<file path="config.mk">
export PLATFORM = sky130hd
export DESIGN_NAME = enc8b10b_tx
export DESIGN_NICKNAME = d
export VERILOG_FILES = /design/src/rtl/tdc_8b10b_pkg.sv /design/src/rtl/enc8b10b_lut.sv /design/src/rtl/enc8b10b_tx.sv
export SDC_FILE = /design/constraint.sdc
export NUM_CORES = 1
export LEC_CHECK = 0
export ABC_AREA = 1
export ABC_CLOCK_PERIOD_IN_PS = 17000
export CAP_MARGIN = 20
export CELL_PAD_IN_SITES_DETAIL_PLACEMENT = 0
export CELL_PAD_IN_SITES_GLOBAL_PLACEMENT = 1
export CORE_MARGIN = 5
export CORE_UTILIZATION = 44
export CTS_CLUSTER_SIZE = 20
export DETAILED_ROUTE_END_ITERATION = 8
export HOLD_SLACK_MARGIN = 0.03
export PLACE_DENSITY = 0.9
export SYNTH_ARGS = -nofsm -noshare
export SYNTH_HDL_FRONTEND = slang
export SYNTH_SLANG_ARGS = --single-unit
</file>
<file path="constraint.sdc">
create_clock -name i_Clk -period 17 [get_ports i_Clk]
set_input_delay 5.1 -clock i_Clk [delete_from_list [all_inputs] [get_ports i_Clk]]
set_output_delay 5.1 -clock i_Clk [all_outputs]
set_load 0.005 [all_outputs]
</file>
<file path="src/rtl/tdc_8b10b_pkg.sv">
// Shared definitions for the 8b/10b transmit path: FSM states, the K28.5
// comma byte and the set of control codes the encoder is allowed to emit.
package tdc_8b10b_pkg;

    typedef enum logic {
        ST_SYNC = 1'b0,
        ST_RUN  = 1'b1
    } enc_state_t;

    localparam logic [7:0] K28_5 = 8'hBC;

    localparam int N_LEGAL_K = 12;
    localparam logic [7:0] LEGAL_K [N_LEGAL_K] = '{
        8'h1C, 8'h3C, 8'h5C, 8'h7C, 8'h9C, 8'hBC, 8'hDC, 8'hFC,
        8'hF7, 8'hFB, 8'hFD, 8'hFE
    };

    function automatic logic is_legal_k(input logic [7:0] b);
        logic hit;
        hit = 1'b0;
        for (int i = 0; i < N_LEGAL_K; i++) begin
            if (b == LEGAL_K[i]) hit = 1'b1;
        end
        return hit;
    endfunction

endpackage

</file>
<file path="src/rtl/enc8b10b_lut.sv">
// Combinational 8b/10b code-group lookup (abcdei fghj, a at bit 9) with
// running-disparity tracking across the 6b and 4b sub-blocks.
module enc8b10b_lut
    import tdc_8b10b_pkg::*;
(
    input  logic [7:0] din,
    input  logic       kin,
    input  logic       rd_neg_in,
    output logic [9:0] code,
    output logic       rd_neg_out,
    output logic       k_err
);

    logic [4:0] x;
    logic [2:0] y;
    logic       k_ok;
    logic       k28;
    logic [5:0] c6_neg;
    logic [5:0] c6;
    logic       comp6;
    logic       rd6_neg;
    logic [3:0] c4_neg;
    logic [3:0] c4;
    logic       comp4;
    logic       use_a7;

    assign x     = din[4:0];
    assign y     = din[7:5];
    assign k_ok  = kin & is_legal_k(din);
    assign k_err = kin & ~k_ok;
    assign k28   = k_ok && (x == 5'd28);

    always_comb begin
        c6_neg = 6'b000000;
        case (x)
            5'd0:  c6_neg = 6'b100111;
            5'd1:  c6_neg = 6'b011101;
            5'd2:  c6_neg = 6'b101101;
            5'd3:  c6_neg = 6'b110001;
            5'd4:  c6_neg = 6'b110101;
            5'd5:  c6_neg = 6'b101001;
            5'd6:  c6_neg = 6'b011001;
            5'd7:  c6_neg = 6'b111000;
            5'd8:  c6_neg = 6'b111001;
            5'd9:  c6_neg = 6'b100101;
            5'd10: c6_neg = 6'b010101;
            5'd11: c6_neg = 6'b110100;
            5'd12: c6_neg = 6'b001101;
            5'd13: c6_neg = 6'b101100;
            5'd14: c6_neg = 6'b011100;
            5'd15: c6_neg = 6'b010111;
            5'd16: c6_neg = 6'b011011;
            5'd17: c6_neg = 6'b100011;
            5'd18: c6_neg = 6'b010011;
            5'd19: c6_neg = 6'b110010;
            5'd20: c6_neg = 6'b001011;
            5'd21: c6_neg = 6'b101010;
            5'd22: c6_neg = 6'b011010;
            5'd23: c6_neg = 6'b111010;
            5'd24: c6_neg = 6'b110011;
            5'd25: c6_neg = 6'b100110;
            5'd26: c6_neg = 6'b010110;
            5'd27: c6_neg = 6'b110110;
            5'd28: c6_neg = k28 ? 6'b001111 : 6'b001110;
            5'd29: c6_neg = 6'b101110;
            5'd30: c6_neg = 6'b011110;
            default: c6_neg = 6'b101011;
        endcase

        // Unbalanced codes and D.7 (111000/000111) invert at positive disparity.
        comp6 = ($countones(c6_neg) != 3) || (x == 5'd7);
        c6    = (!rd_neg_in && comp6) ? ~c6_neg : c6_neg;
        if ($countones(c6) > 3)      rd6_neg = 1'b0;
        else if ($countones(c6) < 3) rd6_neg = 1'b1;
        else                         rd6_neg = rd_neg_in;

        use_a7 = k_ok
              || ( rd6_neg && (x == 5'd17 || x == 5'd18 || x == 5'd20))
              || (!rd6_neg && (x == 5'd11 || x == 5'd13 || x == 5'd14));

        c4_neg = 4'b0000;
        comp4  = 1'b1;
        if (k28) begin
            case (y)
                3'd0:    c4_neg = 4'b1011;
                3'd1:    c4_neg = 4'b0110;
                3'd2:    c4_neg = 4'b1010;
                3'd3:    c4_neg = 4'b1100;
                3'd4:    c4_neg = 4'b1101;
                3'd5:    c4_neg = 4'b0101;
                3'd6:    c4_neg = 4'b1001;
                default: c4_neg = 4'b0111;
            endcase
        end else begin
            case (y)
                3'd0:    c4_neg = 4'b1011;
                3'd1:    c4_neg = 4'b1001;
                3'd2:    c4_neg = 4'b0101;
                3'd3:    c4_neg = 4'b1100;
                3'd4:    c4_neg = 4'b1101;
                3'd5:    c4_neg = 4'b1010;
                3'd6:    c4_neg = 4'b0110;
                default: c4_neg = use_a7 ? 4'b0111 : 4'b1110;
            endcase
            comp4 = ($countones(c4_neg) != 2) || (y == 3'd3);
        end

        c4 = (!rd6_neg && comp4) ? ~c4_neg : c4_neg;
        if ($countones(c4) > 2)      rd_neg_out = 1'b0;
        else if ($countones(c4) < 2) rd_neg_out = 1'b1;
        else                         rd_neg_out = rd6_neg;

        code = {c6, c4};
    end

endmodule

</file>
<file path="src/rtl/enc8b10b_tx.sv">
// 8b/10b transmitter: sends SYNC_WORDS K28.5 commas after reset, then encodes
// byte/K pairs with one cycle of latency. Define ENC8B10B_IDLE_COMMA_EN to fill idle cycles with K28.5.
module enc8b10b_tx
    import tdc_8b10b_pkg::*;
#(
    parameter int SYNC_WORDS = 16
) (
    input  logic       i_Clk,
    input  logic       i_ARst_L,
    input  logic       soft_reset_i,
    input  logic [7:0] i8_Din,
    input  logic       i_Kin,
    input  logic       i_Valid,
    output logic       o_Ready,
    output logic [9:0] o10_Dout,
    output logic       o_Valid,
    output logic       o_KErr,
    output logic       o_Rd
);

    localparam logic [7:0] SYNC_LOAD = 8'(SYNC_WORDS);

    enc_state_t state_reg;
    logic [7:0] cnt_reg;
    logic       rd_neg_reg;
    logic [9:0] dout_reg;
    logic       valid_reg;
    logic       kerr_reg;
    logic       ready_reg;

    logic       transfer;
    logic       use_comma;
    logic [7:0] lut_din;
    logic       lut_k;
    logic [9:0] lut_code;
    logic       lut_rd_neg;
    logic       lut_kerr;

    assign transfer  = ready_reg & i_Valid;
    assign use_comma = (state_reg == ST_SYNC) || !transfer;
    assign lut_din   = use_comma ? K28_5 : i8_Din;
    assign lut_k     = use_comma ? 1'b1  : i_Kin;

    enc8b10b_lut u_lut (
        .din        (lut_din),
        .kin        (lut_k),
        .rd_neg_in  (rd_neg_reg),
        .code       (lut_code),
        .rd_neg_out (lut_rd_neg),
        .k_err      (lut_kerr)
    );

    always_ff @(posedge i_Clk or negedge i_ARst_L) begin
        if (!i_ARst_L) begin
            state_reg  <= ST_SYNC;
            cnt_reg    <= SYNC_LOAD;
            rd_neg_reg <= 1'b1;
            dout_reg   <= '0;
            valid_reg  <= 1'b0;
            kerr_reg   <= 1'b0;
            ready_reg  <= 1'b0;
        end else if (soft_reset_i) begin
            state_reg  <= ST_SYNC;
            cnt_reg    <= SYNC_LOAD;
            rd_neg_reg <= 1'b1;
            dout_reg   <= '0;
            valid_reg  <= 1'b0;
            kerr_reg   <= 1'b0;
            ready_reg  <= 1'b0;
        end else begin
            case (state_reg)
                ST_SYNC: begin
                    dout_reg   <= lut_code;
                    rd_neg_reg <= lut_rd_neg;
                    valid_reg  <= 1'b1;
                    kerr_reg   <= 1'b0;
                    ready_reg  <= 1'b0;
                    cnt_reg    <= cnt_reg - 8'd1;
                    if (cnt_reg == 8'd1) state_reg <= ST_RUN;
                end
                default: begin
                    // Ready is registered, so it rises the cycle after entering RUN.
                    ready_reg <= 1'b1;
                    if (transfer) begin
                        dout_reg   <= lut_code;
                        rd_neg_reg <= lut_rd_neg;
                        valid_reg  <= 1'b1;
                        kerr_reg   <= lut_kerr;
                    end else begin
`ifdef ENC8B10B_IDLE_COMMA_EN
                        dout_reg   <= lut_code;
                        rd_neg_reg <= lut_rd_neg;
                        valid_reg  <= 1'b1;
                        kerr_reg   <= 1'b0;
`else
                        valid_reg  <= 1'b0;
                        kerr_reg   <= 1'b0;
`endif
                    end
                end
            endcase
        end
    end

    assign o_Ready  = ready_reg;
    assign o10_Dout = dout_reg;
    assign o_Valid  = valid_reg;
    assign o_KErr   = kerr_reg;
    assign o_Rd     = rd_neg_reg;

endmodule

</file>
=== Word level (Yosys, flattened, before mapping) ===
Index checks and enable logic that the tools add are counted.

* $lt $le $gt $ge: 4
* Bitwise gates (word level): 7
* Add/subtract/negate cells: 17
* Equal/unequal tests: 53
* Div/mod/pow operators: 0
* $mul: 0
* Shift-type cells: 0
* Reductions and logical operators: 19
* Multiplexer cells: 47

{| class="wikitable"
|+ Operators by type and width
! operator !! number
|-
| $add A32 B32 Y32 || 6
|-
| $pmux W6 S31 || 1
|-
| $eq A5 B5 Y1 const B || 15
|-
| $eq A8 B8 Y1 const B || 8
|-
| $gt A32 B3 Y1 const B || 2
|-
| $lt A32 B3 Y1 const B || 2
|-
| $ne A32 B3 Y1 const B || 2
|-
| $pmux W4 S7 || 2
|-
| $eq A5 B4 Y1 const B || 8
|-
| $mux W1 || 33
|-
| $mux W10 || 3
|-
| $mux W8 || 3
|-
| $add A1 B1 Y2 || 10
|-
| $eq A5 B3 Y1 const B || 4
|-
| $eq A8 B7 Y1 const B || 2
|-
| $mux W4 || 4
|-
| $eq A5 B2 Y1 const B || 2
|-
| $eq A3 B3 Y1 const B || 3
|-
| $logic_or A1 B1 Y1 || 9
|-
| $eq A8 B1 Y1 const B || 1
|-
| $eq A8 B5 Y1 const B || 1
|-
| $eq A8 B6 Y1 const B || 1
|-
| $sub A8 B1 Y8 const B || 1
|-
| $eq A3 B2 Y1 const B || 2
|-
| 13 further kinds || 22
|}

* Input port bits: 13
* Bits in writable memories: 0
* Word-level logic and storage cells: 154
* Register bits after elaboration: 23
* Bits in read-only memories: 0
* Output and inout port bits: 14
* Bits in latches: 0
* Memories kept: 0

=== Depth between registers and ports, before layout ===
Gate-level depths: netlist of the first run.

* Depth after elaboration: 55
* Gate-level depth with buffers: 42
* Depth with buffers taken out: 42

=== Modules after synthesis ===
Synthesis of the first run repeated with hierarchy kept, for this count alone.

* Cells, all modules: 314
* Area, all modules: 2228.4 sq um

{| class="wikitable"
|+ Modules (own cells, without submodules)
! module !! seq. area each (sq um) !! times used !! cells an instance !! area each (sq um)
|-
| enc8b10b_lut || 0.0 || 1 || 210 || 1192.4
|-
| enc8b10b_tx || 578.1 || 1 || 104 || 1036.0
|}

=== Least setup slack after synthesis of the first run ===
Ideal clock, no wire load.

* Kind: input to register
* Start point: input port i_Valid
* End point: register rd_neg_reg, in the netlist o_Rd
* Data arrival time: 10756 ps
* Buffers on the path: 0
* Data required time: 16916 ps
* Stages on the path: 37
* Setup time: 84 ps
* Path slack: 6160 ps
* Cell sequence: nand2_1 nor2_8 o21ai_4 nand3_1 nand2_1 nor3_1 nand3b_2 nand2_1 ha_1 inv_1 fa_1 inv_1 ha_1 o2111ai_1 nand2_1 inv_2 xor2_1 nand3_1 fa_1 inv_1 ha_1 nand3b_1 nand2_1 inv_1 nand2_1 nor2_1 nor2_1 nor2_1 nand2_1 nand2_1 nand3_1 and2_1 ha_1 ha_1 fa_1 o21ai_0 a221o_1

* Word-level cells in the longest chain between the ends: 55
* Elaborated cells between the ends (all ways): 124
* Those cells by class: add/sub: 16; order compare: 4; eq/ne: 51; mux: 31; bitwise: 4; reduce/logical: 18

{| class="wikitable"
|+ RTL lines
! element !! RTL line !! text
|-
| start, declared || enc8b10b_tx.sv:13 || <nowiki>input logic i_Valid,</nowiki>
|-
| $and A1 B1 Y1 * || enc8b10b_tx.sv:39 || <nowiki>assign transfer = ready_reg & i_Valid;</nowiki>
|-
| $logic_not A1 Y1 || enc8b10b_tx.sv:40 || <nowiki>assign use_comma = (state_reg == ST_SYNC) || !transfer;</nowiki>
|-
| $logic_or A1 B1 Y1 || enc8b10b_tx.sv:40 ||
|-
| $mux W8 || enc8b10b_tx.sv:41 || <nowiki>assign lut_din = use_comma ? K28_5 : i8_Din;</nowiki>
|-
| $eq A8 B5 Y1 || tdc_8b10b_pkg.sv:22 || <nowiki>if (b == LEGAL_K[i]) hit = 1'b1;</nowiki>
|-
| $mux W1 (12 in series) || tdc_8b10b_pkg.sv:22 ||
|-
| $and A1 B1 Y1 || enc8b10b_lut.sv:29 || <nowiki>assign k_ok = kin & is_legal_k(din);</nowiki>
|-
| $logic_and A1 B1 Y1 || enc8b10b_lut.sv:31 || <nowiki>assign k28 = k_ok && (x == 5'd28);</nowiki>
|-
| [28 not listed] || -- ||
|-
| $add A1 B1 Y2 (not written as such) || enc8b10b_lut.sv:109, enc8b10b_lut.sv:110 ||
|-
| $add A32 B32 Y32 (not written as such) || enc8b10b_lut.sv:109, enc8b10b_lut.sv:110 ||
|-
| $lt A32 B3 Y1 || enc8b10b_lut.sv:110 || <nowiki>else if ($countones(c4) < 2) rd_neg_out = 1'b1;</nowiki>
|-
| $mux W1 || enc8b10b_lut.sv:110 ||
|-
| $mux W1 || enc8b10b_lut.sv:109 || <nowiki>if ($countones(c4) > 2) rd_neg_out = 1'b0;</nowiki>
|-
| $mux W1 || enc8b10b_tx.sv:84 || <nowiki>if (transfer) begin</nowiki>
|-
| $mux W1 || enc8b10b_tx.sv:71 || <nowiki>case (state_reg)</nowiki>
|-
| $mux W1 || enc8b10b_tx.sv:62 || <nowiki>end else if (soft_reset_i) begin</nowiki>
|-
| end signal, assigned || enc8b10b_tx.sv:74 || <nowiki>rd_neg_reg <= lut_rd_neg;</nowiki>
|-
| end signal, assigned || enc8b10b_tx.sv:86 || <nowiki>rd_neg_reg <= lut_rd_neg;</nowiki>
|-
| end, declared || enc8b10b_tx.sv:25 || <nowiki>logic rd_neg_reg;</nowiki>
|}

Mark *: on every way between the ends. The rest lies on a longest branch, timed or not. The select of a mux whose other input is x is not followed.
A chain may end at the register's enable or synchronous reset.

=== Final worst setup path of the first run ===
Ends and elaborated chain as after synthesis.

==> metrics, run 1 <==
status=completed; switching power=roughly 0.000084 W; startpoint types=input pin; min-delay worst type=flop to flop; Max Slew Vio Count=0; Rel. slew slack=48.0%; top cells by area, synth=dfrtp_1 (22%), nand2_1 (12%), nand3_1 (8.8%); final wirelength=~5.8 mm; Worst Min Path Start=cnt_reg[7]; Max stage delay cell, worst path=clkdlybuf4s50_1; top-count cell post-synth=nand2_1; Initial Utilization=a little under half; clock skew=~0.0011 ns; GP Congestion=around 0.9; FP Rows=26; sequential area share after synthesis=about 24%; drt first pass iters=5; WS Path Type=input pin to flop; Layout area overhead=16.6%; Synth Flop Type=dfrtp_1; Sink Count=23; Post-Layout Inst Area=around 2800 um^2; largest net degree at the start of global routing=24; TritonCTS clock tree=built; post-synthesis net count=375; leakage power=about 1.4 nW; max reg flops=10; Setup violations, final=0; layout cell share with drive strength beyond 1=between 8 and 9%; worst slew pin tran=about 0.78 ns; Final TNS setup=0 ns; Core Area=slightly above 5000 um^2; top cell type's share of synthesized area=22.1%; sw frac=between 30% and 40%; Post-synth EDFFs=0; Initial DRC Count=253; Syn Inst Count=342; first-pass GRT wire length=just under 10 mm; Unique masters post-synth=42; hold path depth=1; clk_lat worst skew=~0.26 ns; CTS H-Tree Depth=1; Total Die Area=6980 um^2; hold buffers post-CTS=0; Die X=~84 um; Yosys reg bits=23; Max stage delay on crit path=0.56 ns; max cap viols=0; top cells by count, synth=nand2_1 (79), inv_1 (42), nand3_1 (42); total track usage=16.8%; reg2reg end=o_Rd; WP data arrival=12.16 ns; worst vdd ir=about 0.080 mV; FF-to-FF path depth=38; Fmax=about 84 MHz; Post-DP Area=2700 um^2; DRC=0; CP most frequent cell=nand2_1; Final Cycle Share=a little over two thirds; clock network power share=14.9%; CP Data Required Time=17.19 ns; Comb power frac=roughly half; postcts setup bufs=0; CP top delay family=adder cells; Power Dens Cells=between 70 and 80 nW/um^2; DP HPWL=between 4 and 5 mm; Sequential Power Share=around 34%; Reg-to-Reg Start=state_reg; Endpoint, Worst Hold=cnt_reg[7]; Synth Warn #=0; Critical Path Stages=39; initial antenna violation count=0; Synth area leader=dfrtp_1; Overflow after GRT=0; Port Buffer Count=26; Mapped Avg Cell Area=approximately 7.0 um^2; worst path bufs/invs=8; crit path time final=11.97 ns; CTS Buffer Depth=2; clock edge transition at the registers on the reported setup and hold paths=approximately 0.070 ns; post-route ant nets=0; die span in y=roughly 84 um; CTS buffer count=3; fraction of registers with async set/reset=between 90% and 100%; Via Count=approximately 2400; Root Buffer=clkbuf_8; Int Pwr=about 0.00014 W; Hold Vio Cnt, Final=0; n_diodes=0; via-per-instance ratio=~5.4; R2R setup slack=9.91 ns; Post-Syn Area=around 2400 um^2; layout net count=between 400 and 500; worst-path fanout max=16; Routed WL per cell=approximately 13 um; vias in the first global route=between 2000 and 2500; # IOs=27; RSZ-0062 raised after global routing=false; CP Capture Type=flop; post-CTS resize count=0
[power groups by stage]
stage	clock (W)	sequential [W]	combinational, W
5_1_grt	0.0000383	0.0000775	0.000131
4_1_cts	0.0000346	0.0000756	0.000114
3_5_place_dp	0	0.0000764	0.000115
6_report	0.0000330	0.0000755	0.000113
2_1_floorplan	0	0.0000759	0.0000712
3_3_place_gp	0	0.0000763	0.000107
[stage by stage]
step	power, W	worst slack, ns	std cells	util (%)	hold WS [ns]
final	0.000222	5.03	439	53.7	0.478
after global routing	0.000247	4.50	439	53.7	0.480
after CTS	0.000225	5.03	438	53.1	0.474
after detailed placement	0.000191	4.75	434	52.2	0.455
after global placement	0.000184	4.91	434	52.2	0.454
after floorplan	0.000147	6.16	342	-	0.435
[worst max-delay path by stage]
stage | from | slack (ns) | endpoint
floorplan | i_Valid | 6.16 | o_Rd
global placement | i_Valid | 4.91 | o_Rd
detailed placement | i_Valid | 4.75 | o_Rd
CTS | i_Valid | 5.03 | o_Rd
global route | i_Valid | 4.50 | o_Rd
finish | i_Valid | 5.03 | o_Rd
[per-layer routing]
layer / GRT usage, % / wire (um) / vias to the layer above
li1: - / - / 1198
met1: 23.2 / 2690 / 1073
met2: 28.6 / 2770 / 79
met3: 2.57 / 324 / 4
met4: 1.75 / 25 / 0
met5: 0 / 0 / -
[cell type report]
cell class	instances	area, um^2
Inverter	46	173
Clock buffer	4	45.0
Sequential cell	23	578
Timing Repair Buffer	27	288
Fill cell	529	2400
Tap cell	70	87.6
Multi-Input combinational cell	269	1600
[cells by family after synthesis]
logic type,Yosys count,synth area share (%)
XOR/XNOR,4,1.47
AND/OR/NAND/NOR,196,40.1
buffers and inverters,50,8.36
AO/OA/AOI/OAI,49,13.7
adder cells (fa/ha/maj),20,12.1
flip-flops,23,24.3
[layout by cell type (no fill, tap or decap), types with 2 or more instances in the layout]
cell and count:
nand3b_1 2, o21ai_0 16, inv_2 4, o21ai_4 2, nand4_1 9, and2_1 4, o211ai_1 4, dfstp_2 2
nand2_2 4, clkdlybuf4s50_1 26, nand3_2 2, nor3_1 4, nand3_1 42, a31oi_1 3, ha_1 15, fa_1 5
xor2_1 4, nor2_1 35, nor2_2 5, o2111ai_1 3, nand2_1 79, clkbuf_8 3, inv_1 42, o21ai_1 2
dfrtp_1 21, a21oi_1 12, nor2_8 3
Note: power is estimated with default switching activity, not from simulation.
==> run 2: changes to the inputs <==
--- a/config.mk
+++ b/config.mk
@@ -6,16 +6,16 @@
 export NUM_CORES = 1
 export LEC_CHECK = 0
 export ABC_AREA = 1
-export ABC_CLOCK_PERIOD_IN_PS = 17000
+export ABC_CLOCK_PERIOD_IN_PS = 12100
 export CAP_MARGIN = 20
 export CELL_PAD_IN_SITES_DETAIL_PLACEMENT = 0
 export CELL_PAD_IN_SITES_GLOBAL_PLACEMENT = 1
 export CORE_MARGIN = 5
-export CORE_UTILIZATION = 44
+export CORE_UTILIZATION = 41
 export CTS_CLUSTER_SIZE = 20
 export DETAILED_ROUTE_END_ITERATION = 8
 export HOLD_SLACK_MARGIN = 0.03
-export PLACE_DENSITY = 0.9
+export PLACE_DENSITY = 0.85
 export SYNTH_ARGS = -nofsm -noshare
 export SYNTH_HDL_FRONTEND = slang
 export SYNTH_SLANG_ARGS = --single-unit
==> constraint.sdc (replaced) <==
create_clock -name i_Clk -period 12.1 [get_ports i_Clk]
set_input_delay 3.63 -clock i_Clk [delete_from_list [all_inputs] [get_ports i_Clk]]
set_output_delay 3.63 -clock i_Clk [all_outputs]
set_load 0.005 [all_outputs]
==> metrics, run 2 (synthesis results as in run 1) <==
most frequent cells in the layout=nand2_1 (79), inv_1 (42), nand3_1 (42), nor2_1 (35), clkdlybuf4s50_1 (26); vias in the first global route=2234 (+4.5%); worst vdd ir=0.0994 mV (+24%); CTS H-Tree Depth=1 (unchanged); Rel. slew slack=47.9% (about the same); first-pass GRT wire length=10.4 mm (+5.7%); Final TNS setup=0 ns (unchanged); Critical Path Stages=39 (unchanged); layout net count=403 (unchanged); WS Path Type=input pin to flop; clk_lat worst skew=0.26 ns (about the same); CP top delay family=adder cells; postcts setup bufs=0 (unchanged); worst path bufs/invs=8 (unchanged); WP data arrival=10.76 ns (-1.40 ns); startpoint types=input pin; crit path time final=~11 ns; R2R setup slack=4.94 ns (-4.97 ns); Max stage delay cell, worst path=clkdlybuf4s50_1; Sink Count=23 (unchanged); initial antenna violation count=0 (unchanged); Total Power=0.000308 W (+39%); TritonCTS clock tree=built; CTS buffer count=3 (unchanged); Via Count=2312 (-1.8%); leakage power=1.40 nW (about the same); metal2 WL=2.76 mm (-0.25%); Initial DRC Count=254 (+0.40%); Met1 Wirelength=2.74 mm (+1.9%); Final Cycle Share=between 80% and 90%; DP HPWL=4.82 mm (+1.3%); Initial Utilization=42.7% (-3.3 points); post-CTS resize count=0 (unchanged); Max stage delay on crit path=0.56 ns (about the same); Overflow after GRT=0 (unchanged); min-delay worst type=flop to flop; Hold Slack=0.483 ns (+0.00507 ns); via-per-instance ratio=5.24 (-2.2%); Die X=86.2 um (+3.2%); max reg flops=10 (unchanged); worst-path fanout max=16 (unchanged); Cells after DPL=436 (+0.46%); total track usage=16.7% (-0.044 points); DRC=0 (unchanged); WL met3=323 um (-0.31%); Highest Signal Layer=met4; layout cell share with drive strength beyond 1=9.21% (+0.27 points); CTS Buffer Depth=2 (unchanged); Fmax=around 95 MHz; CP Launch Point=i_Valid; n_diodes=0 (unchanged); # IOs=27 (unchanged); largest net degree at the start of global routing=24 (unchanged); most common cell after layout, fill and taps aside=nand2_1; CP Capture Type=flop; Core Area=5570 um^2 (+7.8%); Max Slew Vio Count=0 (unchanged); Routed WL per cell=13.4 um (+0.99%); drt first pass iters=5 (unchanged); FF-to-FF path depth=38 (unchanged); reg2reg end=o_Rd; Layout area overhead=16.8%; CP Data Required Time=12.30 ns (-4.89 ns); FP Rows=27 (+3.8%); GP Congestion=0.934 (+1.2%); Setup violations, final=0 (unchanged); Root Buffer=clkbuf_8; Hold Vio Cnt, Final=0 (unchanged); Port Buffer Count=26 (unchanged); critical path endpoint=o_Rd; post-route ant nets=0 (unchanged); max cap viols=0 (unchanged); clock edge transition at the registers on the reported setup and hold paths=0.08 ns (about the same); worst slew pin tran=0.778 ns (+0.000291 ns); clock skew=0.00255 ns (+0.00141 ns); Power Dens Cells=111 nW/um^2 (+39%); RSZ-0062 raised after global routing=false; Reg-to-Reg Start=state_reg; die span in y=86.2 um (+3.2%); status=completed; final wirelength=5.89 mm (+1.4%); Total Die Area=7430 um^2 (+6.4%); hold buffers post-CTS=0 (unchanged); Final Instance Count excl. Fillers=441 (+0.46%); CP most frequent cell=nand2_1
==> run 2: tightest hold or removal path: cells and delay by family, from the launching register on <==
| kind | cells | cell delay (ns) |
|---|---|---|
| flops | 1 | 0.35 |
| simple gates | 2 | 0.10 |
==> run 2: per-stage QoR <==
step                      instance area [um^2]  utilization [%]  setup slack [ns]
after floorplan                           2380                -              2.73
after global placement                    2710             48.5              1.32
after detailed placement                  2710             48.5              1.32
after CTS                                 2750             49.4              1.60
after global routing                      2780             49.9             0.888
final                                     2780             49.9              1.54
==> run 2: layout make-up <==
class	instances	area, um^2
timing repair buffer	27	288
clock buffer	3	41.3
multi-input combinational	269	1600
sequential	23	578
clock inverter	1	7.51
tap	72	90.1
fill	580	2790
inverter	46	173
==> run 2: metal layers <==
metal	track usage (%)	vias up
met1	23.5	1042
met4	2.83	0
met5	0	-
met2	27.8	65
met3	2.38	10
li1	-	1195
==> run 2: power by group <==
part           internal, W  switching [W]
combinational    0.0000729      0.0000813
clock            0.0000233      0.0000242
sequential       0.0000949      0.0000114
==> run 2: how the worst min path moves through the flow <==
stage                 from     endpoint  cells past startpoint
6_report       o10_Dout[7]  o10_Dout[7]                      2
5_1_grt        o10_Dout[8]  o10_Dout[8]                      2
4_1_cts        o10_Dout[8]  o10_Dout[8]                      2
3_5_place_dp   o10_Dout[8]  o10_Dout[8]                      2
3_3_place_gp    cnt_reg[7]   cnt_reg[7]                      1
2_1_floorplan   cnt_reg[7]   cnt_reg[7]                      1
